## config.mk

```make
export PLATFORM = sky130hd
export DESIGN_NAME = fp_mul_arbiter
export DESIGN_NICKNAME = d
export VERILOG_FILES = /design/src/rtl/fp_mul_arbiter.sv
export SDC_FILE = /design/constraint.sdc
export NUM_CORES = 2
export LEC_CHECK = 0
export CAP_MARGIN = 5
export CORE_UTILIZATION = 40
export CTS_BUF_LIST = sky130_fd_sc_hd__clkbuf_8
export DETAILED_ROUTE_END_ITERATION = 12
export SYNTH_ARGS = -nofsm -noshare
export SYNTH_HDL_FRONTEND = slang
export SYNTH_SLANG_ARGS = --single-unit
```

## constraint.sdc

```tcl
create_clock -name clk -period 14.2 [get_ports clk]
set_clock_uncertainty 0.05 [all_clocks]
set_input_delay 2.13 -clock clk [delete_from_list [all_inputs] [get_ports clk]]
set_output_delay 2.13 -clock clk [all_outputs]
set_load 0.02 [all_outputs]
```

## src/rtl/fp_mul_arbiter.sv

```systemverilog
// Round-robin arbiter sharing one combinational single-precision multiplier between two
// requesters; one operation in flight, result returned over a valid/ready handshake.

module fp_multiplier (
   input  logic [31:0] a,
   input  logic [31:0] b,
   output logic [31:0] p
);

   logic [7:0]  exp_a;
   logic [7:0]  exp_b;
   logic [23:0] man_a;
   logic [23:0] man_b;
   logic [47:0] prod;
   logic [7:0]  exp_sum;
   logic [22:0] frac;

   assign exp_a = a[30:23];
   assign exp_b = b[30:23];
   assign man_a = {1'b1, a[22:0]};
   assign man_b = {1'b1, b[22:0]};
   assign prod  = {24'd0, man_a} * {24'd0, man_b};

   // 8'd129 is -127 modulo 256; the exponent is allowed to wrap.
   assign exp_sum = exp_a + exp_b + 8'd129 + {7'd0, prod[47]};
   assign frac    = prod[47] ? prod[46:24] : prod[45:23];

   always_comb begin
      p = {a[31] ^ b[31], exp_sum, frac};
      if (exp_a == 8'h00 || exp_b == 8'h00) begin
         p = 32'h0000_0000;
      end else if (exp_a == 8'hff || exp_b == 8'hff) begin
         p = 32'h7f80_0000;
      end
   end

endmodule

module fp_mul_arbiter (
   input  logic        clk,
   input  logic        rst_n,
   input  logic [1:0]  req_valid,
   output logic [1:0]  req_ready,
   input  logic [31:0] req_a0,
   input  logic [31:0] req_b0,
   input  logic [31:0] req_a1,
   input  logic [31:0] req_b1,
   output logic [1:0]  resp_valid,
   input  logic [1:0]  resp_ready,
   output logic [31:0] resp_data,
   output logic        busy
);

   typedef enum logic [1:0] {StIdle, StCalc, StResp} state_e;

   state_e      state_q, state_d;
   logic [31:0] op_a_q, op_a_d;
   logic [31:0] op_b_q, op_b_d;
   logic        owner_q, owner_d;
   logic        last_grant_q, last_grant_d;
   logic [31:0] result_q, result_d;
   logic        grant;
   logic [31:0] mul_p;

   fp_multiplier u_mul (
      .a (op_a_q),
      .b (op_b_q),
      .p (mul_p)
   );

   // On a tie the requester that did not win last time is served.
   assign grant = (req_valid == 2'b11) ? ~last_grant_q : req_valid[1];

   always_comb begin
      state_d      = state_q;
      op_a_d       = op_a_q;
      op_b_d       = op_b_q;
      owner_d      = owner_q;
      last_grant_d = last_grant_q;
      result_d     = result_q;
      req_ready    = 2'b00;
      unique case (state_q)
         StIdle: begin
            if (|req_valid) begin
               req_ready[grant] = 1'b1;
               op_a_d           = grant ? req_a1 : req_a0;
               op_b_d           = grant ? req_b1 : req_b0;
               owner_d          = grant;
               last_grant_d     = grant;
               state_d          = StCalc;
            end
         end
         StCalc: begin
            result_d = mul_p;
            state_d  = StResp;
         end
         StResp: begin
            if (resp_ready[owner_q]) begin
               state_d = StIdle;
            end
         end
         default: state_d = StIdle;
      endcase
   end

   always_ff @(posedge clk or negedge rst_n) begin
      if (!rst_n) begin
         state_q      <= StIdle;
         op_a_q       <= 32'd0;
         op_b_q       <= 32'd0;
         owner_q      <= 1'b0;
         last_grant_q <= 1'b1;
         result_q     <= 32'd0;
      end else begin
         state_q      <= state_d;
         op_a_q       <= op_a_d;
         op_b_q       <= op_b_d;
         owner_q      <= owner_d;
         last_grant_q <= last_grant_d;
         result_q     <= result_d;
      end
   end

   assign resp_valid = (state_q == StResp) ? (owner_q ? 2'b10 : 2'b01) : 2'b00;
   assign resp_data  = result_q;
   assign busy       = (state_q != StIdle);

endmodule

```

**After elaboration in Yosys (flattened, before gate mapping)**

Index checks and enable logic that the tools add are counted.
W data, S select, Z words.

- Bits in registers: 100
- Bits of input ports: 134
- Output and inout bits: 37

- Add/sub/neg operators: 3
- $mul: 1
- $lt $le $gt $ge: 3
- Equal/unequal tests: 7
- Mux-type cells: 17
- Bitwise gates (word level): 2
- Reductions and logical operators: 10

Operators by type and width:

| kind | count |
|---|---|
| $mux W32 | 4 |
| $mul A24 B24 Y48 | 1 |
| $mux W23 | 1 |
| $eq A8 B8 Y1 const B | 2 |
| $logic_not A8 Y1 | 2 |
| $mux W2 | 6 |
| $add A8 B1 Y8 | 1 |
| $add A8 B8 Y8 | 1 |
| $add A8 B8 Y8 const B | 1 |
| $pmux W2 S3 | 1 |
| $eq A2 B2 Y1 const B | 2 |
| $lt A1 B2 Y1 const B | 2 |
| $mux W1 | 4 |
| $ne A2 B2 Y1 const B | 2 |
| $reduce_and A2 Y1 | 2 |
| $eq A2 B1 Y1 const B | 1 |
| $logic_not A2 Y1 | 1 |
| $logic_or A1 B1 Y1 | 2 |
| $reduce_bool A2 Y1 | 1 |
| $reduce_or A2 Y1 | 1 |
| $demux W1 S1 | 1 |
| $ge A1 B1 Y1 const B | 1 |
| $logic_and A1 B1 Y1 | 1 |
| $not A1 Y1 | 1 |
| $xor A1 B1 Y1 | 1 |

**Longest topological paths before layout**

- Depth after elaboration: 8
- Mapped depth: 39
- Depth with buffers taken out: 37

**By module**

Synthesis repeated with hierarchy kept, for this count alone.

- Cell total of the unflattened synthesis: 2,515
- Area total of the unflattened synthesis: 23,253.6 sq um

By module, submodules not included:

| module | instances | cells an instance | area an instance (sq um) |
|---|---|---|---|
| fp_multiplier | 1 | 2,180 | 19,004.5 |
| fp_mul_arbiter | 1 | 335 | 4,249.1 |

**Worst setup path before layout**

Ideal clock, no wire load.

- Path type: register to register
- From: register op_a_q[13]
- To: register result_q[30] (netlist: resp_data[30])
- Data arrival time: 7.783 ns
- Data required time: 14.067 ns
- Slack: 6.284 ns
- Cell stages (with the launch flop): 37
- Cells stage by stage: dfrtp_1 > clkbuf_1 > nand2_1 > fa_1 > inv_1 > fa_1 > inv_1 > fa_1 > inv_1 > fa_1 > inv_1 > fa_1 > inv_1 > fa_1 > inv_1 > fa_1 > inv_1 > ha_1 > nand4_1 > a211o_1 > a211oi_2 > o21ai_1 > nand4b_1 > nand2_2 > xor2_2 > nand2b_1 > ha_1 > a21o_1 > a21oi_1 > nor2b_1 > o21a_1 > o21ai_0 > nand2b_1 > a21oi_1 > xnor2_1 > nor2_1 > o21ai_0

- Cells in the longest elaborated chain, start to end: 4

Ends and longest elaborated chain:

| element | RTL line | text |
|---|---|---|
| start: declaration | 57 | `logic [31:0] op_a_q, op_a_d;` |
| start signal: assignment | 116 | `op_a_q <= op_a_d;` |
| $mul A24 B24 Y48 | 22 | `assign prod = {24'd0, man_a} * {24'd0, man_b};` |
| $add A8 B1 Y8 | 25 | `assign exp_sum = exp_a + exp_b + 8'd129 + {7'd0, prod[47]};` |
| $mux W32 | 32 | `end else if (exp_a == 8'hff \|\| exp_b == 8'hff) begin` |
| $mux W32 | 30 | `if (exp_a == 8'h00 \|\| exp_b == 8'h00) begin` |
| end signal: assignment | 120 | `result_q <= result_d;` |
| end: declaration | 61 | `logic [31:0] result_q, result_d;` |

Every way passes these cells.
A chain may end at the register's enable or synchronous reset.

**Worst setup path in the final report**

- From: register op_b_q[8]
- To: register result_q[30] (netlist: resp_data[30])

- Cells in the longest elaborated chain, start to end: 4

Ends and longest elaborated chain:

| element | RTL line | text |
|---|---|---|
| start: declaration | 58 | `logic [31:0] op_b_q, op_b_d;` |
| start signal: assignment | 117 | `op_b_q <= op_b_d;` |
| $mul A24 B24 Y48 | 22 |  |
| $add A8 B1 Y8 | 25 |  |
| $mux W32 | 32 |  |
| $mux W32 | 30 |  |

Every way passes these cells.

==> metrics.txt <==
Routed WL 72800 um; DR vias/cell 5.34; Die W 242 um; initial drt markers 1574; average size of a mapped cell roughly 9 um2; Routed WL per cell around 21 um; Max Freq 99.9 MHz; Cell Area, Synth 23000 um2; period utilisation layout 70.5%; drc violations 0; Yosys reg bits 100; status finished, final reports clean; I/O pin cnt 171; fin util 45.4%; Max stage delay cell, worst path dfrtp_1; Cell Rows 87; synth cell count leaders 643 x inv_1, 482 x fa_1, 355 x nand2_1; CP peak stage delay 1.00 ns; critical path type flop to flop; PnR worst setup slack around 4.2 ns; ys async rst share 100%; ys flop type dfrtp_1; RePlAce Congestion ~0.95; IO buf count 170; biggest area consumer among synthesized cells fa_1; area grow syn2layout 11.6%; final slew viol count 0; total CTS buffers 9; vias in the first global route 20085; total grt overflow 0; DR pass1 iterations 10; clock slew at reported path FFs 0.11 ns; top-count cell post-synth inv_1; Max FO, Critical Path 26; Final Hold Viols 0; r2r setup slk 4.19 ns; Final HPWL DP 57000 um; Initial Utilization 40.7%; min cycle time layout about 10 ns; core area 56600 um2; CP Buf/Inv Count 6; die height 242 um; crit start category flop; Yosys top cell area share 41.9%; relative slew slack 15.8%; Seq/Total Area, Yosys 10.9%; Post-Synthesis Cells 2558; CP Capture Type flop; clk_lat worst skew 0.40 ns; post_cts resized 0; RSZ-0062 raised after global routing no; Mapped Nets 3356; share of cells above drive strength 1 2.83%; Top Family by Delay on Critical Path adder cells; TNS Setup 0 ns; total number of vias 18183; largest net degree at the start of global routing 70; Synth area leaders fa_1 42%, dfrtp_1 11%, inv_1 10%; TritonCTS Sinks 100; initial antenna violation count 1; Max-Cap Viols 0; # setup viols final 0; All-Layer GR Usage 25.8%; TritonCTS clock tree built; root buffer cell clkbuf_8; Reg area between 2000 and 3000 um2; # hold bufs at CTS 0; measured slew at the worst slew-check pin 1.26 ns; Netlist cell types 64; Post-CTS Setup Bufs 0; area of the multi-input gates roughly 18000 um2; Placement Setup Slack 4.43 ns; Fillers between 5000 and 6000; number of synthesized flops with an enable pin 0; first-pass GRT wire length 116000 um; Worst Path Required 14.47 ns; most used cell along the critical path fa_1; post-route ant nets 0; WP data arrival 10.28 ns; Die ar. 58600 um2; H-tree Lvls 3; Fin Hold WS 0.444 ns; Ys Warns 0; Hold Crit Class flop to flop; clk buf depth 2; Final nets 3443
## flip-flops by register name, indices dropped and copies added (netlist names)
register,flops
state_q,2
last_grant_q,1
owner_q,1
op_a_q,32
resp_data,32
op_b_q,32
## routing by layer
layer	vias to the layer above	part of all wire, %	routed length (um)	track usage (%)
li1	7891	-	-	-
met4	0	3.8	2780	8.34
met2	721	49	35700	43.8
met3	161	7.3	5340	4.69
met1	9410	40	29000	33.1
met5	-	0	0	0
## logic make-up after synthesis
group                    share of synthesized area, %
flip-flops                                       10.9
AO/OA/AOI/OAI                                    7.93
buffers and inverters                            12.8
multiplexers                                   0.0923
XOR/XNOR                                         1.43
adder cells (fa/ha/maj)                          51.8
AND/OR/NAND/NOR                                  15.2
## through the flow
step / cell area (um2) / instances
after floorplan: 23000 / 2558
after global placement: 25500 / 3390
after detailed placement: 25500 / 3390
after CTS: 25700 / 3406
after global routing: 25700 / 3407
final: 25700 / 3408
## cell type report
cell class	instances	share of cell area [%]
Multi-Input combinational cell	1680	68.5
Inverter	645	9.41
Timing Repair Buffer	209	7.74
Sequential cell	100	9.73
Clock buffer	11	0.589
Tap cell	756	3.68
Antenna cell	2	0.0195
Clock inverter	5	0.316
## worst register-to-register path, delay by kind of cell, from the launching register on
family          cells  cell delay, ns
fa+ha+maj           9            4.00
flops               1            1.00
buf+inv             6            1.20
xor+xnor            2            0.29
simple gates        9            1.27
compound gates      9            2.11
## path summary, 6_finish.rpt
kind                              start             to  cells after the start
max in group asynchronous         rst_n      op_b_q[5]                      2
setup / recovery              op_b_q[8]  resp_data[30]                     35
setup reg to reg              op_b_q[8]  resp_data[30]                     35
hold reg to reg            resp_data[3]   resp_data[3]                      2
hold / removal             resp_data[3]   resp_data[3]                      2
min in group asynchronous         rst_n     op_a_q[18]                      1
## placed cells by master, fill, tap and decap left out, types with 20 or more instances in the layout
cell             count
a222oi_1            64
ha_1               182
nand2_1            355
clkdlybuf4s50_1    169
o21ai_0             29
buf_4               40
fa_1               482
nand3_1             20
inv_1              644
and2_1             216
xnor2_1             23
nor2_1              84
dfrtp_1             99
a21oi_1             51
Power is not shown: default switching activity piles up to over one toggle a cycle in this logic, so the estimate is an artifact.
